===== src/rtl/boot_sequencer.sv =====
// boot_sequencer: reset/fetch-enable sequencer with button debounce and run verdict capture
// Ports: clk_i/rst_i clock and sync active-high reset; btn_start_i/btn_reset_i raw buttons;
//        exit_valid_i/exit_zero_i subsystem exit status; core_rst_no/fetch_enable_o subsystem
//        control; running_o/done_o/pass_o/timeout_o/run_count_o run status.
// Optional: define BOOT_SEQ_WATCHDOG_EN to add a RUN watchdog limited by TIMEOUT_CYCLES.
module boot_sequencer #(
    parameter int          RST_HOLD_CYCLES    = 16,
    parameter int          FETCH_DELAY_CYCLES = 8,
    parameter int          DEBOUNCE_CYCLES    = 4,
    parameter bit          AUTO_START         = 1'b0,
    parameter logic [31:0] TIMEOUT_CYCLES     = 32'd1_000_000
) (
    input  logic       clk_i,
    input  logic       rst_i,
    input  logic       btn_start_i,
    input  logic       btn_reset_i,
    input  logic       exit_valid_i,
    input  logic       exit_zero_i,
    output logic       core_rst_no,
    output logic       fetch_enable_o,
    output logic       running_o,
    output logic       done_o,
    output logic       pass_o,
    output logic       timeout_o,
    output logic [7:0] run_count_o
);
    localparam int DW = $clog2(DEBOUNCE_CYCLES + 1);
    typedef enum logic [2:0] {S_HOLD, S_ARMED, S_WAIT, S_RUN, S_DONE} state_t;
    state_t        state;
    logic [31:0]   tmr;
    logic [1:0]    btn_s1, btn_s2, deb, press;
    logic [DW-1:0] dcnt [2];
    logic [2:0]    ev_s;
    logic [1:0]    ez_s;
    logic          exit_ev, wd_exp, start_press, rst_press;
    // index 0 = start, index 1 = reset
    assign start_press = press[0];
    assign rst_press   = press[1];
    assign exit_ev     = ev_s[1] & ~ev_s[2];
    always_ff @(posedge clk_i) begin
        if (rst_i) begin
            btn_s1 <= '0;
            btn_s2 <= '0;
            ev_s   <= '0;
            ez_s   <= '0;
            deb    <= '0;
            press  <= '0;
            for (int i = 0; i < 2; i++) dcnt[i] <= '0;
        end else begin
            btn_s1 <= {btn_reset_i, btn_start_i};
            btn_s2 <= btn_s1;
            ev_s   <= {ev_s[1:0], exit_valid_i};
            ez_s   <= {ez_s[0], exit_zero_i};
            for (int i = 0; i < 2; i++) begin
                press[i] <= 1'b0;
                if (btn_s2[i] == deb[i]) begin
                    dcnt[i] <= '0;
                end else if (dcnt[i] == DW'(DEBOUNCE_CYCLES - 1)) begin
                    deb[i]   <= btn_s2[i];
                    dcnt[i]  <= '0;
                    // press pulse coincides with the cycle the level first reads 1
                    press[i] <= btn_s2[i];
                end else begin
                    dcnt[i] <= dcnt[i] + 1'b1;
                end
            end
        end
    end
    always_ff @(posedge clk_i) begin
        if (rst_i) begin
            state          <= S_HOLD;
            tmr            <= '0;
            core_rst_no    <= 1'b0;
            fetch_enable_o <= 1'b0;
            running_o      <= 1'b0;
            done_o         <= 1'b0;
            pass_o         <= 1'b0;
            run_count_o    <= '0;
        end else if (rst_press) begin
            state          <= S_HOLD;
            tmr            <= '0;
            core_rst_no    <= 1'b0;
            fetch_enable_o <= 1'b0;
            running_o      <= 1'b0;
            done_o         <= 1'b0;
            pass_o         <= 1'b0;
        end else begin
            case (state)
                S_HOLD: begin
                    if (tmr == 32'(RST_HOLD_CYCLES - 1)) begin
                        state       <= S_ARMED;
                        tmr         <= '0;
                        core_rst_no <= 1'b1;
                    end else begin
                        tmr <= tmr + 32'd1;
                    end
                end
                S_ARMED: begin
                    if (tmr == 32'(FETCH_DELAY_CYCLES - 1)) begin
                        state          <= AUTO_START ? S_RUN : S_WAIT;
                        tmr            <= '0;
                        fetch_enable_o <= AUTO_START;
                        running_o      <= AUTO_START;
                    end else begin
                        tmr <= tmr + 32'd1;
                    end
                end
                S_WAIT: begin
                    if (start_press) begin
                        state          <= S_RUN;
                        fetch_enable_o <= 1'b1;
                        running_o      <= 1'b1;
                    end
                end
                S_RUN: begin
                    if (exit_ev || wd_exp) begin
                        state          <= S_DONE;
                        fetch_enable_o <= 1'b0;
                        running_o      <= 1'b0;
                        done_o         <= 1'b1;
                        // exit beats a simultaneous watchdog expiry
                        pass_o         <= exit_ev & ez_s[1];
                        run_count_o    <= run_count_o + {7'd0, run_count_o != 8'hFF};
                    end
                end
                S_DONE: begin
                    if (start_press) begin
                        state       <= S_HOLD;
                        tmr         <= '0;
                        core_rst_no <= 1'b0;
                        done_o      <= 1'b0;
                        pass_o      <= 1'b0;
                    end
                end
                default: state <= S_HOLD;
            endcase
        end
    end
`ifdef BOOT_SEQ_WATCHDOG_EN
    logic [31:0] wd;
    logic        timeout_q;
    assign wd_exp    = (TIMEOUT_CYCLES != 32'd0) && (wd == TIMEOUT_CYCLES - 32'd1);
    assign timeout_o = timeout_q;
    // wd sits at 0 outside RUN, so it starts from 0 on every RUN entry
    always_ff @(posedge clk_i) begin
        wd <= (rst_i || state != S_RUN) ? '0 : wd + 32'd1;
        if (rst_i || rst_press || (state == S_DONE && start_press)) timeout_q <= 1'b0;
        else if (state == S_RUN && !exit_ev && wd_exp) timeout_q <= 1'b1;
    end
`else
    logic unused_timeout;
    assign unused_timeout = ^TIMEOUT_CYCLES;
    assign wd_exp         = 1'b0;
    assign timeout_o      = 1'b0;
`endif
endmodule

===== config.mk =====
export PLATFORM = sky130hd
export DESIGN_NAME = boot_sequencer
export DESIGN_NICKNAME = d
export VERILOG_FILES = /design/src/rtl/boot_sequencer.sv
export SDC_FILE = /design/constraint.sdc
export NUM_CORES = 1
export LEC_CHECK = 0
export BUFFER_PORTS_ARGS = -buffer_cell sky130_fd_sc_hd__clkbuf_2
export CAP_MARGIN = 20
export CORE_MARGIN = 10
export CORE_UTILIZATION = 50
export CTS_BUF_LIST = sky130_fd_sc_hd__clkbuf_4 sky130_fd_sc_hd__clkbuf_8
export DETAILED_ROUTE_END_ITERATION = 10
export PLACE_DENSITY = 0.65
export REMOVE_ABC_BUFFERS = 1
export SYNTH_ARGS = -nofsm -noshare
export SYNTH_HDL_FRONTEND = slang
export SYNTH_SLANG_ARGS = --single-unit

===== constraint.sdc =====
create_clock -name clk_i -period 3 [get_ports clk_i]
set_clock_uncertainty 0.15 [all_clocks]
set_input_delay 0.15 -clock clk_i [delete_from_list [all_inputs] [get_ports clk_i]]
set_output_delay 0.15 -clock clk_i [all_outputs]
set_load 0.005 [all_outputs]

Word-level counts from Yosys, hierarchy flattened
Memories as Yosys holds them, arrays and structs flattened.
Cells that the tools add are included.
- add/subtract/negate cells: 4
- bitwise operators: 14
- reduce and logical (&&, ||, !) cells: 16
- eq/ne operators: 16
- multiplexer cells: 51
- operator list (cell ; number):
    2-to-1 mux 32 bit ; 3
    one-hot mux 32 bit (3 select lines) ; 1
    2-to-1 mux 3 bit ; 11
    adder 32 x 1 -> 32 bit (second input constant) ; 1
    == test 32 x 3 -> 1 bit (second input constant) ; 1
    == test 32 x 4 -> 1 bit (second input constant) ; 1
    2-to-1 mux 1 bit ; 31
    one-hot mux 3 bit (5 select lines) ; 1
    == test 3 x 2 -> 1 bit (second input constant) ; 4
    != test 2 bit (second input constant) ; 5
    AND reduction 3 bit ; 3
    adder 8 x 1 -> 8 bit ; 1
    != test 8 bit (second input constant) ; 1
    adder 3 x 1 -> 3 bit (second input constant) ; 2
    inverter 1 bit ; 6
    OR 1 bit ; 6
    one-hot mux 1 bit (2 select lines) ; 3
    AND reduction 2 bit ; 3
    nonzero test 3 bit ; 2
    OR reduction 3 bit ; 2
    AND reduction 5 bit ; 1
    AND reduction 4 bit ; 1
    nonzero test 2 bit ; 2
    == test 3 x 1 -> 1 bit (second input constant) ; 1
    other kinds (6) ; 8
- input port bits: 6
- bits in registers: 60
- memory bits (writable): 6
- memories: 1
- memories (name ; words ; bits a word ; rd ports ; clocked after memory_dff ; write ports ; RTL line ; text):
    dcnt ; 2 ; 3 ; 2 ; 0 ; 2 ; 32 ; logic [DW-1:0] dcnt [2];

Longest topological paths before layout
Gate-level depths: netlist of run 1.
An unclocked memory read counts as a cell.
- word-level depth: 8
- gate-level depth with buffers: 9
- gate-level depth less buffers: 9

Least setup slack after synthesis of run 1
No wires, ideal clock.
- path type: reg-to-reg
- start: register tmr[0]
- end: register tmr[20]
- data arrival time: 1685 ps
- cell stages (with the launch flop): 9
- period minus slack after synthesis: 1950 ps
- setup slack: 1050 ps
- buffers on the path: 2
- setup time: 115 ps
- path through: dfxtp_1 > ha_1 > and2_1 > buf_2 > nand4_1 > a2111o_1 > a21oi_2 > buf_4 > nor2_1
- longest elaborated chain between the ends: 3
- RTL lines (what ; RTL line ; text):
    start: declaration ; 30 ; logic [31:0] tmr;
    start signal: assignment ; 95 ; tmr <= tmr + 32'd1;
    start signal: assignment ; 105 ; tmr <= tmr + 32'd1;
    adder 32 x 1 -> 32 bit (tied with other cells) ; 95, 105 ;
    2-to-1 mux 32 bit (on tied branches) ; 99, 90 ;
    one-hot mux 32 bit (3 select lines) * ; 88 ; case (state)
Every way passes the cells marked *; elsewhere a longest branch is shown, timed or not.
A chain may end at the register's enable or synchronous reset.

Worst setup path in the final report of run 1
- start: register tmr[0]
- end: register tmr[26]
The elaborated chain is that of the path after synthesis.

==> results of run 1 <==
[power groups by stage]
stage,clock network [uW],registers [uW],logic (uW)
detailed placement,0,944,62.4
global placement,0,944,61.9
finish,734,924,67.2
floorplan,0,939,42.9
global route,788,926,76.5
CTS,758,924,67.6
[flip-flops by register name, indices dropped and copies added, names as in the netlist]
name,cells
btn_s1,2
pass_o,1
ez_s,2
core_rst_no,1
tmr,32
dcnt,6
press,2
deb,2
done_o,1
ev_s,3
btn_s2,2
state,3
run_count_o,8
running_o,1
[how the worst max path moves through the flow]
| stage | start | end | slack, ns | depth (start not counted) |
|---|---|---|---|---|
| 6_report | tmr[0] | tmr[26] | 0.57 | 7 |
| 5_1_grt | tmr[0] | tmr[15] | 0.42 | 7 |
| 4_1_cts | tmr[0] | tmr[12] | 0.58 | 7 |
| 3_5_place_dp | tmr[0] | tmr[26] | 0.61 | 7 |
| 3_3_place_gp | tmr[0] | tmr[12] | 0.66 | 7 |
| 2_1_floorplan | tmr[0] | tmr[11] | 0.67 | 6 |
[kinds of logic (layout without fill, tap and decap cells)]
logic type                 Yosys count  count (layout)
muxes                                5               5
xor gates and xnor gates            28              28
and+or+nand+nor                    179             179
AOI/OAI and AO/OA                   42              42
other                                2               7
DFF                                 66              66
buffers and inverters               25              52
adders and majority gates            7               7
[final cells by class]
| cell class | count | area share |
|---|---|---|
| multi-input combinational | 268 | 0.464 |
| sequential | 66 | 0.396 |
| timing repair buffer | 27 | 0.0487 |
| clock buffer | 9 | 0.0355 |
| tap | 75 | 0.0269 |
| clock inverter | 7 | 0.0197 |
| inverter | 9 | 0.00968 |
[layout by cell type (no fill, tap or decap), types with 2 or more instances in the layout]
cell type      Yosys  layout
nand4_1           17      17
or2_2              2       2
buf_4              4       4
a31oi_1           12      12
nand2b_1           2       2
a21oi_1           13      13
a41oi_1            2       2
nor4bb_1           2       2
clkbuf_2           0      18
nor2_1            57      57
and2_1             2       2
nand2_1           26      26
o21ai_0            7       7
xor2_1            24      24
and3_1             5       5
dfxtp_1           60      60
nor3_1             7       7
clkbuf_8           0       9
or3_1              3       3
nor4_1            11      11
dlygate4sd3_1      0       5
nand3b_1           5       5
xnor2_1            4       4
conb_1             2       7
mux2i_1            4       4
edfxtp_1           6       6
nand3_1           20      20
ha_1               7       7
nor2b_1           10      10
clkinv_2           0       2
inv_1              9       9
[critical path, stage by stage (launching register included)]
cell      delay [ns]
dfxtp_1         0.39
ha_1            0.22
and2_1          0.32
nand4_1         0.17
a2111o_1        0.51
a21oi_2         0.20
buf_4           0.26
nor2_1          0.08
[cell usage after synthesis (2+ instances only)]
cell	instances
dfxtp_1	60
nor2_1	57
nand2_1	26
xor2_1	24
nand3_1	20
nand4_1	17
a21oi_1	13
a31oi_1	12
nor4_1	11
nor2b_1	10
inv_1	9
buf_2	8
ha_1	7
nor3_1	7
o21ai_0	7
edfxtp_1	6
and3_1	5
nand3b_1	5
buf_4	4
mux2i_1	4
xnor2_1	4
clkbuf_1	3
or3_1	3
a41oi_1	2
and2_1	2
conb_1	2
nand2b_1	2
nor4bb_1	2
or2_2	2
[layer usage]
layer	share of wire	GRT usage	up-vias	routed length [um]
met5	0	0	-	0
met4	0.014	0.0650	0	89
met3	0.054	0.0510	8	347
met2	0.47	0.204	64	3060
met1	0.46	0.158	1186	2990
li1	-	-	1293	-
[metrics by stage]
step / total power (uW) / area [um^2] / std cells
after floorplan: 982 / 3030 / 343
after global placement: 1010 / 3250 / 440
after detailed placement: 1010 / 3250 / 440
after CTS: 1750 / 3490 / 461
after global routing: 1790 / 3490 / 461
final: 1720 / 3490 / 461
==> out/results.txt, run 1 <==
Largest net degree at the start of global routing = 25
Crit-path max FO = 21
Switching pwr = 407 uW
Sink Count = 66
Flop2flop setup slack = 0.57 ns
GRT Total Usage = 0.133
Area growth syn-to-layout = 12.3%
Synth cell types = 49
Post-DP HPWL = 4580 um
Mux cell area share after synthesis = 0.0165
CP Capture Type = flop
Switching part of the total power = 0.236
Post-Route WL = 6480 um
Largest cells by area after synthesis = dfxtp_1 39%, nor2_1 6.9%, xor2_1 6.8%, edfxtp_1 5.8%, nand4_1 3.4%
Pre-CTS setup slack = 0.607 ns
Setup slack after layout = 0.573 ns
EDFF count, synth = 6
Core area = 5990 um^2
Port Buffers = 18
DRT iter0 DRCs = 115
Adder-Cell Fraction of Synth Area = 0.0282
Int Power = 1320 uW
Synth Instances = 354
Tcrit/Tclk final = 0.809
Combinational power share = 0.039
Remaining DRCs = 0
Via Count = 2,551
Complex-gate fraction of the synthesized area = 0.0906
Cts hold-fix bufs = 5
Share of the synthesized area in the top cell type = 0.386
WHS Endpoint = btn_s2[0]
Via-per-instance ratio = 5.53
Clk slew on worst S/H paths = 0.08 ns
First-pass GRT wire length = 10,700 um
Total gr overflow = 0
RD Place Congestion = 0.863
FP Rows = 28
Seq cells post-synth = 66
Clock Tree Buf Depth = 2
XOR/XNOR Fraction of Synth Area = 0.0789
RR Startpoint = tmr[0]
Area of the multi-input gates = 1620 um^2
Initial antenna violation count = 0
PwrDens = 494 nW/um^2
Cts repair resizes = 0
Worst Reg-to-Reg Cells = 7
Hold Path Depth = 1
Fin crit period = 2.43 ns
Hold Path Class = reg -> reg
Critical path required time = 3.08 ns
Final setup viols = 0
Final Max Tran Viols = 0
Synth Flop Type = dfxtp_1
Rel. slew slack = 0.404
Clock latency reported for the late side of the worst-skew pair = 0.35 ns
Largest family of logic cells by synthesized area = simple AND/OR/NAND/NOR gates
Worst-Margin Slew = 0.885 ns
Die Y = 98.8 um
Worst EP arrival = 2.51 ns
MaxCap Viol Count = 0
Synth Warn # = 0
Simple-gate share of the synthesized area = 0.298
CTS tree = done
HP Start = btn_s1[0]
DIE WIDTH = 98.8 um
RSZ-0062 raised after global routing = no
Synth area leader = dfxtp_1
Sequential area share after synthesis = 0.444
DR pass1 iterations = 4
Async S/R FF share, synth = 0
CTS buffer count = 9
Number of nets in the layout = 394
Hold WS = 0.286 ns
FMAX = 412 MHz
Num ports = 20
# fillers = 575
Die area = 9770 um^2
Post-Route Setup TNS = 0 ns
Register share of total power = 0.536
Final Util = 0.583
Clk root buf = clkbuf_8
Reg2reg end = tmr[26]
Clock power frac = 0.425
Initial Util = 0.519
Mean Syn Cell Area = 8.78 um^2
Crit start category = flop
Layout cells sized above 1 = 0.127
Peak VDD IR = 0.000343 V
Post-CTS Setup Inserts = 0
Outcome = finished clean
Setup CP Type = reg -> reg
Antenna cell count = 0
FF+latch area = 1380 um^2
DRT antenna net count = 0
Syn Std Cell Area = 3110 um^2
Vias in the first global route = 2,295
Leakage = 0.00133 uW
H-Tree Depth = 3
Wire per inst = 14.1 um
Fin. Hold Viols = 0
(Power assumes the default switching activity.)
==> run 2, diff against run 1 <==
--- a/config.mk
+++ b/config.mk
@@ -5,6 +5,7 @@
 export SDC_FILE = /design/constraint.sdc
 export NUM_CORES = 1
 export LEC_CHECK = 0
+export ABC_AREA = 1
 export BUFFER_PORTS_ARGS = -buffer_cell sky130_fd_sc_hd__clkbuf_2
 export CAP_MARGIN = 20
 export CORE_MARGIN = 10
==> constraint.sdc (replaced) <==
create_clock -name clk_i -period 2.3 [get_ports clk_i]
set_clock_uncertainty 0.15 [all_clocks]
set_input_delay 0.115 -clock clk_i [delete_from_list [all_inputs] [get_ports clk_i]]
set_output_delay 0.115 -clock clk_i [all_outputs]
set_load 0.005 [all_outputs]
==> run 2 against run 1 <==
Against the previous run: largest power group unchanged; critical path type unchanged; critical endpoint is now tmr[22]; non-clock buffer count down 3; setup slack worse by 0.21 ns; clock-buffer cell count grew 2; wire length grew 2.6%; via count is 12% higher; global-route usage rose by 0.64 points; hold slack got worse by 0.27 ns; clock power grew 18%; die area up 4.6%.
==> out/results.txt, run 2 <==
Outcome = finished clean (unchanged)
Cts hold-fix bufs = 4 (was 5)
Clk slew on worst S/H paths = 0.07 ns (was 0.08 ns)
Port Buffers = 18 (unchanged)
Synth Instances = 464 (was 354)
FP Rows = 29 (was 28)
Clk root buf = clkbuf_8 (unchanged)
Peak VDD IR = 0.000390 V (was 0.000343 V)
H-Tree Depth = 3 (unchanged)
# fillers = 622 (was 575)
RSZ-0062 raised after global routing = no (unchanged)
Sink Count = 66 (unchanged)
Hold Path Class = in -> reg (was reg -> reg)
PwrDens = 748 nW/um^2 (was 494 nW/um^2)
FF+latch area = 1380 um^2 (unchanged)
Largest net degree at the start of global routing = 30 (was 25)
Final Power = 2740 uW (was 1720 uW)
Worst path max stage delay = 0.35 ns (was 0.51 ns)
Share of the synthesized area in the top cell type = 0.365 (was 0.386)
Leakage = 0.00150 uW (was 0.00133 uW)
Wire per inst = 11.5 um (was 14.1 um)
Antenna cell count = 0 (unchanged)
Post-Route WL = 6650 um (was 6480 um)
Most frequent cells in the layout = 108 x nor2_1, 97 x nand2_1, 60 x dfxtp_1 (was 60 x dfxtp_1, 57 x nor2_1, 26 x nand2_1)
Worst Path Buf+Inv = 1 (unchanged)
Final Util = 0.573 (was 0.583)
CTS buffer count = 9 (unchanged)
Fin crit period = 1.94 ns (was 2.43 ns)
Top reg by flops = tmr (unchanged)
Worst EP arrival = 2.07 ns (was 2.51 ns)
Delay-heaviest family, CP = simple AND/OR/NAND/NOR gates (was compound AO/OA/AOI/OAI gates)
Total gr overflow = 0 (unchanged)
Area growth syn-to-layout = 11.3% (was 12.3%)
CP most frequent cell = nor2_1
Clock latency reported for the late side of the worst-skew pair = 0.34 ns (was 0.35 ns)
DRT iter0 DRCs = 185 (was 115)
Tcrit/Tclk final = 0.843 (was 0.809)
Commonest cells in the netlist = 108 x nor2_1, 97 x nand2_1, 60 x dfxtp_1 (was 60 x dfxtp_1, 57 x nor2_1, 26 x nand2_1)
Vias in the first global route = 2,643 (was 2,295)
Mean Syn Cell Area = 7.09 um^2 (was 8.78 um^2)
First-pass GRT wire length = 11,700 um (was 10,700 um)
Most common cell in the netlist = nor2_1 (was dfxtp_1)
Critical path required time = 2.43 ns (was 3.08 ns)
Crit-path cells = ha_1 > nand3_1 > nor2_1 > nand2_1 > nor2_1 > nand2_2 > inv_2 > nand2_2 > o21bai_1 > nand2_1 > nor2_1 (was ha_1 > and2_1 > nand4_1 > a2111o_1 > a21oi_2 > buf_4 > nor2_1)
Crit start category = flop (unchanged)
Remaining DRCs = 0 (unchanged)
GRT Total Usage = 0.139 (was 0.133)
DIE WIDTH = 101 um (was 98.8 um)
Initial antenna violation count = 0 (unchanged)
Seq cells post-synth = 66 (unchanged)
Crit-path max FO = 5 (was 21)
Commonest non-fill, non-tap cell in the layout = nor2_1 (was dfxtp_1)
Post-Route Setup TNS = 0 ns (unchanged)
DR pass1 iterations = 4 (unchanged)
Die area = 10,200 um^2 (was 9770 um^2)
Initial Util = 0.515 (was 0.519)
Die Y = 101 um (was 98.8 um)
Synth area leader = dfxtp_1 (unchanged)
Max reg flops = 32 (unchanged)
Post-DP HPWL = 4890 um (was 4580 um)
MaxCap Viol Count = 0 (unchanged)
Top flop regs = tmr: 32 flops, run_count_o: 8 flops, dcnt: 6 flops (unchanged)
Layout cells sized above 1 = 0.104 (was 0.127)
Area of the multi-input gates = 1640 um^2 (was 1620 um^2)
CP Capture Type = flop (unchanged)
Clock Tree Buf Depth = 2 (unchanged)
CTS tree = done (unchanged)
Syn Std Cell Area = 3290 um^2 (was 3110 um^2)
Synth cell types = 37 (was 49)
Number of nets in the layout = 507 (was 394)
Sequential area share after synthesis = 0.420 (was 0.444)
Cts repair resizes = 0 (unchanged)
FMAX = 516 MHz (was 412 MHz)
Core area = 6390 um^2 (was 5990 um^2)
Synth Flop Type = dfxtp_1 (unchanged)
DRT antenna net count = 0 (unchanged)
Setup CP Type = reg -> reg (unchanged)
RD Place Congestion = 0.847 (was 0.863)
Largest cells by area after synthesis = dfxtp_1 37%, nor2_1 12%, nand2_1 11%, inv_1 5.9%, edfxtp_1 5.5% (was dfxtp_1 39%, nor2_1 6.9%, xor2_1 6.8%, edfxtp_1 5.8%, nand4_1 3.4%)
Async S/R FF share, synth = 0 (unchanged)
Via Count = 2,867 (was 2,551)
Final setup viols = 0 (unchanged)
Max stage delay cell, worst path = dfxtp_1 (was a2111o_1)
Synth Warn # = 0 (unchanged)
Num ports = 20 (unchanged)
Final instance area = 3660 um^2 (was 3490 um^2)
Via-per-instance ratio = 4.98 (was 5.53)
Post-CTS Setup Inserts = 0 (unchanged)
Fin. Hold Viols = 0 (unchanged)
Placed cell area = 3450 um^2 (was 3250 um^2)
EDFF count, synth = 6 (unchanged)
Final Max Tran Viols = 0 (unchanged)
## run 2: report_power, final
group | internal, uW | switching (uW) | leakage (uW)
logic | 193 | 418 | 0.000867
registers | 1220 | 42.0 | 0.000548
clock network | 427 | 438 | 0.0000885
total | 1840 | 898 | 0.00150
## run 2: through the flow
step | hold WS, ns | std cells | setup WS [ns]
3_5_place_dp | 0.164 | 556 | 0.393
3_3_place_gp | 0.161 | 556 | 0.483
6_report | 0.0129 | 576 | 0.361
5_1_grt | 0.0541 | 576 | 0.103
4_1_cts | 0.0176 | 576 | 0.381
2_1_floorplan | 0.0341 | 459 | 0.544
## run 2: cell families (layout without fill, tap and decap cells)
family | after synthesis | count (layout) | synth area share
AOI/OAI and AO/OA | 36 | 36 | 0.0616
and+or+nand+nor | 266 | 266 | 0.346
adders and majority gates | 7 | 7 | 0.0266
DFF | 66 | 66 | 0.420
xor gates and xnor gates | 21 | 21 | 0.0559
buffers and inverters | 66 | 96 | 0.0875
other | 2 | 7 | 0.00228
## run 2: layer usage
metal | global-route usage | vias to the layer above | share of wire
li1 | - | 1511 | -
met3 | 0.0336 | 12 | 0.059
met4 | 0.0707 | 0 | 0.019
met2 | 0.210 | 60 | 0.44
met1 | 0.180 | 1284 | 0.48
met5 | 0 | - | 0
## run 2: worst paths after layout
path                              start              to  slack (ns)  depth (start not counted)
worst min register to register  ez_s[0]         ez_s[1]        0.25                          2
worst max register to register   tmr[1]         tmr[22]        0.36                         11
worst min-delay path              rst_i  run_count_o[0]        0.01                          2
worst max-delay path             tmr[1]         tmr[22]        0.36                         11
## run 2: area by class of cell
type                            count  share of cell area
Sequential cell                    66               0.377
Multi-Input combinational cell    337               0.448
Inverter                           56              0.0581
Clock inverter                      5             0.00820
Tap cell                           77              0.0263
Clock buffer                       11              0.0396
Timing Repair Buffer               24              0.0430
